[src/rtl/regfile_param_bist.sv]
// Parametrised 2-read/1-write register file with optional hardwired zero register,
// optional write-to-read bypass, synchronous clear and a march-style BIST engine.
module regfile_param_bist #(
    parameter int WIDTH     = 32,
    parameter int ADDR_BITS = 5,
    parameter int ZERO_REG  = 1,
    parameter int BYPASS    = 0
) (
    input  logic                 Clk,
    input  logic                 Reset,
    input  logic [ADDR_BITS-1:0] ReadRegister1,
    input  logic [ADDR_BITS-1:0] ReadRegister2,
    output logic [WIDTH-1:0]     ReadData1,
    output logic [WIDTH-1:0]     ReadData2,
    input  logic [ADDR_BITS-1:0] WriteRegister,
    input  logic [WIDTH-1:0]     WriteData,
    input  logic                 RegWrite,
    input  logic                 BistStart,
    output logic                 BistBusy,
    output logic                 BistDone,
    output logic                 BistPass,
    output logic [ADDR_BITS-1:0] BistFailAddr,
    output logic [2:0]           bist_state
);

    localparam int DEPTH = 2 ** ADDR_BITS;
    localparam bit ZR    = (ZERO_REG != 0);
    localparam bit BP    = (BYPASS != 0);
    localparam logic [ADDR_BITS-1:0] ADDR_MAX = '1;

    localparam logic [2:0] IDLE = 3'd0;
    localparam logic [2:0] W0   = 3'd1;
    localparam logic [2:0] R0W1 = 3'd2;
    localparam logic [2:0] R1W0 = 3'd3;
    localparam logic [2:0] R0   = 3'd4;
    localparam logic [2:0] DONE = 3'd5;

    logic [WIDTH-1:0]     mem [DEPTH];
    logic [2:0]           state;
    logic [ADDR_BITS-1:0] addr;
    logic                 busy, host_we, bist_we, check, mismatch, last;
    logic                 done_q, pass_q;
    logic [ADDR_BITS-1:0] fail_q;
    logic [WIDTH-1:0]     bist_rd, bist_exp, bist_wd;

    assign busy    = state inside {W0, R0W1, R1W0, R0};
    assign host_we = RegWrite && !busy && !(ZR && WriteRegister == '0);
    assign bist_rd = (ZR && addr == '0) ? '0 : mem[addr];

    // Per-phase march operation; address 0 always expects zero when it is hardwired.
    always_comb begin
        bist_we  = 1'b0;
        bist_wd  = '0;
        bist_exp = '0;
        check    = 1'b0;
        case (state)
            W0: bist_we = 1'b1;
            R0W1: begin
                check   = 1'b1;
                bist_we = 1'b1;
                bist_wd = '1;
            end
            R1W0: begin
                check    = 1'b1;
                bist_we  = 1'b1;
                bist_exp = (ZR && addr == '0) ? '0 : '1;
            end
            R0: check = 1'b1;
            default: ;
        endcase
    end

    assign mismatch = check && (bist_rd != bist_exp);
    assign last     = (state == R1W0) ? (addr == '0) : (addr == ADDR_MAX);

    always_ff @(posedge Clk) begin
        if (Reset) begin
            state  <= IDLE;
            addr   <= '0;
            done_q <= 1'b0;
            pass_q <= 1'b0;
            fail_q <= '0;
        end else begin
            case (state)
                IDLE, DONE: begin
                    if (BistStart) begin
                        state  <= W0;
                        addr   <= '0;
                        done_q <= 1'b0;
                        pass_q <= 1'b0;
                        fail_q <= '0;
                    end
                end
                W0, R0W1, R1W0, R0: begin
                    if (mismatch) begin
                        fail_q <= addr;
                        pass_q <= 1'b0;
                        done_q <= 1'b1;
                        state  <= DONE;
                    end else if (last) begin
                        case (state)
                            W0:      begin state <= R0W1; addr <= '0;       end
                            R0W1:    begin state <= R1W0; addr <= ADDR_MAX; end
                            R1W0:    begin state <= R0;   addr <= '0;       end
                            default: begin
                                state  <= DONE;
                                done_q <= 1'b1;
                                pass_q <= 1'b1;
                            end
                        endcase
                    end else if (state == R1W0) begin
                        addr <= addr - 1'b1;
                    end else begin
                        addr <= addr + 1'b1;
                    end
                end
                default: state <= IDLE;
            endcase
        end
    end

    // BIST owns the write port while busy, so host writes are dropped then.
    always_ff @(posedge Clk) begin
        if (Reset) begin
            for (int i = 0; i < DEPTH; i++) mem[i] <= '0;
        end else if (bist_we) begin
            if (!(ZR && addr == '0)) mem[addr] <= bist_wd;
        end else if (host_we) begin
            mem[WriteRegister] <= WriteData;
        end
    end

    always_comb begin
        if (BP && host_we && WriteRegister == ReadRegister1) ReadData1 = WriteData;
        else if (ZR && ReadRegister1 == '0)                  ReadData1 = '0;
        else                                                 ReadData1 = mem[ReadRegister1];
    end

    always_comb begin
        if (BP && host_we && WriteRegister == ReadRegister2) ReadData2 = WriteData;
        else if (ZR && ReadRegister2 == '0)                  ReadData2 = '0;
        else                                                 ReadData2 = mem[ReadRegister2];
    end

    assign BistBusy     = busy;
    assign BistDone     = done_q;
    assign BistPass     = pass_q;
    assign BistFailAddr = fail_q;
    assign bist_state   = state;

endmodule

[config.mk]
export PLATFORM = sky130hd
export DESIGN_NAME = regfile_param_bist
export DESIGN_NICKNAME = d
export VERILOG_FILES = /design/src/rtl/regfile_param_bist.sv
export SDC_FILE = /design/constraint.sdc
export NUM_CORES = 2
export LEC_CHECK = 0
export BUFFER_PORTS_ARGS = -buffer_cell sky130_fd_sc_hd__buf_2
export CORE_ASPECT_RATIO = 1.2
export CORE_MARGIN = 5
export CORE_UTILIZATION = 49
export CTS_CLUSTER_DIAMETER = 40
export DETAILED_ROUTE_END_ITERATION = 6
export PLACE_DENSITY = 0.78
export SLEW_MARGIN = 20
export SYNTH_ARGS = -nofsm -noshare
export SYNTH_HDL_FRONTEND = slang
export SYNTH_SLANG_ARGS = --single-unit
[constraint.sdc]
create_clock -name Clk -period 4.1 [get_ports Clk]
set_input_delay 0.82 -clock Clk [delete_from_list [all_inputs] [get_ports Clk]]
set_output_delay 0.82 -clock Clk [all_outputs]
set_load 0.02 [all_outputs]
After elaboration in Yosys (flattened, before gate mapping)

Memory sizes are Yosys's and may differ from the RTL's. A register that Yosys moved wholly into a read port is not among the register bits.
Cells that the tools add are included.

RAM bits: 1024
Memories: 1
Bits in registers: 15
Bits of input ports: 51
Output and inout port bits: 75
Word-level logic and storage cells: 91

Multiplexer cells: 47
Reductions and logical operators: 23
Eq/ne operators: 13
Add/subtract/negate cells: 2

Memory list:

| memory | depth | bits a word | read ports | clocked after memory_dff | write ports | line | text |
|---|---|---|---|---|---|---|---|
| mem    | 32    | 32          | 3          | 1                        | 32          | 38   | `logic [WIDTH-1:0] mem [DEPTH];` |

Operators with widths:

| kind                | number |
|---|---|
| $mux 32             | 8 |
| $reduce_or 32->1    | 2 |
| $mux 5              | 9 |
| $ne 32x32->1        | 1 |
| $pmux 5 s2          | 3 |
| $logic_not 5->1     | 4 |
| $mux 1              | 20 |
| $mux 3              | 3 |
| $pmux 3 s3          | 1 |
| $reduce_and 4->1    | 2 |
| $eq 3x2->1 const B  | 2 |
| $eq 3x3->1 const B  | 2 |
| $ne 2x2->1 const B  | 3 |
| $ne 3x3->1 const B  | 2 |
| $pmux 3 s2          | 1 |
| $reduce_or 3->1     | 2 |
| $add 5x1->5 const B | 1 |
| $eq 5x5->1 const B  | 1 |
| $sub 5x1->5 const B | 1 |
| $ne 4x4->1 const B  | 1 |
| $pmux 1 s2          | 2 |
| $reduce_bool 4->1   | 1 |
| $reduce_or 2->1     | 2 |
| $reduce_or 4->1     | 1 |
| 7 further kinds     | 10 |

Depth between registers and ports, before layout

Depth in word-level cells: 11
Gate-level depth with buffers: 18

Worst setup path after synthesis

OpenSTA, ideal clock, no wires.

Kind: input to output
Start point: in ReadRegister1[0]
End point: out ReadData1[12]
Slack: 0.025 ns
Data arrival time: 3.255 ns
Data required time: 3.280 ns
Path buffers: 3
Stages on the path: 7
Cell sequence: clkbuf_1 -> buf_1 -> buf_1 -> mux4_2 -> mux4_2 -> mux2i_1 -> nor2_1

Word-level cells in the longest chain between the ends: 2

Ends and longest elaborated chain:

| what                                                    | line | text |
|---|---|---|
| start, declared                                         | 11   | `input logic [ADDR_BITS-1:0] ReadRegister1,` |
| $mem_v2 32x32 / $logic_not 5->1 (equally long branches) | n/a  |  |
| $mux 32 (*)                                             | 135  | `else if (ZR && ReadRegister1 == '0) ReadData1 = '0;` |
| end, declared                                           | 13   | `output logic [WIDTH-1:0] ReadData1,` |

Mark *: on every way between the ends. The rest lies on a longest branch, timed or not.

==> metrics.md <==
| Metric | Value |
|---|---|
| Initial antenna violation count | 7 |
| Post-synth EDFFs | about 1000 |
| Slowest CP cell | nor4_2 |
| Max Slew Vio Count | 0 |
| Max frequency | about 230 MHz |
| Mapped Area | 0.06156 mm^2 |
| Number of port buffers | about 130 |
| Final nets | 4548 |
| WP data required | 4.75 ns |
| Initial DRC Count | between 10000 and 15000 |
| Root cell of the clock tree | clkbuf_16 |
| Crit-path most repeated cell | buf_12 |
| Post-synthesis sequential area ratio | 0.5060 |
| Vias in the first global route | 48352 |
| HP Start | BistStart |
| Failing checks | setup timing |
| Gpl congestion | about 1 |
| CP max FO | 19 |
| Die extent in x | about 330 um |
| Post-Syn Area per Cell | between 10 and 15 um^2 |
| Tightest Hold Check Type | input pin to flop |
| Status | finished, violations left |
| Vias per cell | about 7.6 |
| Placed Cells | ~6000 |
| Delay-heaviest family, CP | simple AND/OR/NAND/NOR gates |
| Multi-input gate area | about 0.029 mm^2 |
| Setup TNS | -0.8216 ns |
| Area of the die | approximately 0.13 mm^2 |
| Tcrit/Tclk final | 1.042 |
| Synthesis warning total | 0 |
| Ys async rst share | 0 |
| FF+latch area | between 0.03 and 0.04 mm^2 |
| Std-Cell Rows | roughly 140 |
| Clock Tree Buf Depth | 3 |
| CP max stage delay | about 0.82 ns |
| Post-CTS Hold Buffers | 0 |
| Most common cell in the netlist | nor2_1 |
| Top post-synthesis cells by count | nor2_1 (1091), edfxtp_1 (1024), mux4_2 (796) |
| GRT overflow | 0 |
| Worst Skew | around 0.025 ns |
| Rel. slew slack | 0.2459 |
| RSZ-0062 raised after global routing | yes |
| #FFs+latches synth | between 1000 and 1500 |
| Top cell type's share of synthesized area | 0.4995 |
| Peak VDD IR | approximately 0.47 mV |
| Detailed placer's ending HPWL | about 160000 um |
| Hold Crit Endpoint | bist_state[2] |
| # IOs | around 130 |
| Die Y | approximately 400 um |
| Setup ws final | -0.1729 ns |
| Cells after Synth | about 4200 |
| Hold depth | 4 |
| GR Util All Layers | 0.3849 |
| Static leakage | approximately 0.024 uW |
| Vias post-DR | ~48000 |
| Placed instance area | 0.06735 mm^2 |
| Max-cap violations | 0 |
| Final hold violation count | 0 |
| Tmin final | about 4.3 ns |
| Starting Density | 0.4928 |
| Worst Tran Pin Value | approximately 1.1 ns |
| Drt total wl | approximately 260000 um |
| Layout area overhead | 17.66% |
| Share of layout cells above drive strength 1 | 0.3800 |
| Non-filler cells, final | between 6000 and 7000 |
| Clock slew at reported path FFs | roughly 0.06 ns |
| # DRC | 0 |
| Post-route cell area | 0.07243 mm^2 |
| R2R Setup Slk | -0.17 ns |
| TritonCTS Buffers | 132 |
| Top FF cell, synth | edfxtp_1 |
| Crit. End Element | flop |
| Clk_lat worst skew | just under 0.8 ns |
| Final Total Pwr | between 20000 and 30000 uW |
| CP cell instances | buf_12, or3_1, o22ai_1, nor4_2, nand3_1, nor3_1, a31oi_1, o31ai_4, buf_12, a41oi_4, o22ai_4, mux2i_2 |
| Finish-stage setup viols | 10 |
| Yosys cell types | 73 |
| Main area contributors after synthesis | edfxtp_1 (50%), mux4_2 (29%), nor2_1 (6.7%) |
| DR pass1 iterations | 7 |
| TritonCTS clock tree | yes |
| Worst path buffer plus inverter count | 2 |
| CTS H-Tree Depth | 4 |
| Setup crit start kind | flop |
| Dpl ws | -0.2018 ns |
| WS Path Type | flop to flop |
| Post-synth top area cell | edfxtp_1 |
| First-pass GRT wire length | around 360000 um |
| Pin count of the biggest net entering global routing | 44 |
| Arr. time, crit path | 4.92 ns |
| P per Cell Area | between 300 and 400 mW/mm^2 |
| Routed len/inst | ~41 um |
| Filler Cell Count | 9191 |
| Clock sink count | 1044 |
| Routed Antenna Nets | 0 |
| Total core area | ~0.12 mm^2 |
| R2R cell count | 12 |
==> worst min-delay path, cell delays in order <==
cell     delay, ns
buf_2         0.12
nand2_1       0.11
a31oi_1       0.10
nor2_1        0.07
==> worst max path at each step <==
stage / cells past startpoint / startpoint / endpoint / slack [ns]
floorplan: 7 / ReadRegister1[0] / ReadData1[12] / 0.02
global placement: 12 / flop / BistFailAddr[2] / -0.51
detailed placement: 14 / flop / flop / -0.20
CTS: 14 / flop / flop / -0.007
global route: 14 / flop / flop / -0.13
finish: 12 / flop / flop / -0.17
==> power by group <==
part           total (uW)  internal, uW  switching, uW
combinational        4090          1800           2290
sequential          12400         12100            326
clock               12200          7150           5010
==> state kept, by name, indices dropped and copies added, names as in the netlist, named ones only <==
signal / count
BistDone: 1
BistFailAddr: 5
BistPass: 1
addr: 5
bist_state: 3
mem: 1024
==> metal layers <==
metal  global-route usage  up-vias  share of wire
met5                    0        -        0.00013
met4               0.3094        2           0.11
met3               0.1656     1647           0.19
met2               0.5498     5679           0.42
met1               0.4548    23224           0.28
li1                     -    17281              -
==> stage by stage <==
stage               hold slack [ns]    util
floorplan                    0.4858       -
global placement             0.4889  0.5392
detailed placement           0.4791  0.5392
CTS                          0.4154  0.5768
global route                 0.4876  0.5797
finish                       0.4862  0.5799
==> layout make-up <==
type | count | share of cell area
tap | 1656 | 0.02861
sequential | 1044 | 0.4303
multi-input combinational | 2727 | 0.3989
inverter | 11 | 0.0005701
clock buffer | 148 | 0.04820
timing repair buffer | 577 | 0.07866
clock inverter | 93 | 0.01456
antenna | 6 | 0.0002073
==> placed cells by master, fill, tap and decap left out, types with 17 or more instances in the layout <==
cell       count
nor2_1      1086
edfxtp_1    1024
mux4_2       796
buf_4        326
mux2i_1      250
clkbuf_16    139
buf_2        115
buf_12       115
nand2_2       64
a22oi_1       64
nand2_1       56
a21oi_1       36
a21oi_2       34
nand3_1       32
conb_1        32
o22ai_1       22
inv_6         20
o21ai_0       19
clkinv_2      17
==> cell families after synthesis <==
kind of cell | count (synthesis) | synth area share
compound gates | 284 | 0.03214
xor+xnor | 6 | 0.0008537
fa+ha+maj | 4 | 0.0009351
buf+inv | 475 | 0.03376
flops | 1044 | 0.5060
mux | 1071 | 0.3403
other cells | 1 | 0.00006092
simple gates | 1330 | 0.08590
==> timing repair <==
action	in CTS	in global routing
pin swaps	2	11
setup endpoints to repair	18	18
gates resized for setup	15	26
cloned	1	1
setup buffers	6	26
Power figures use the tool's default switching activity.
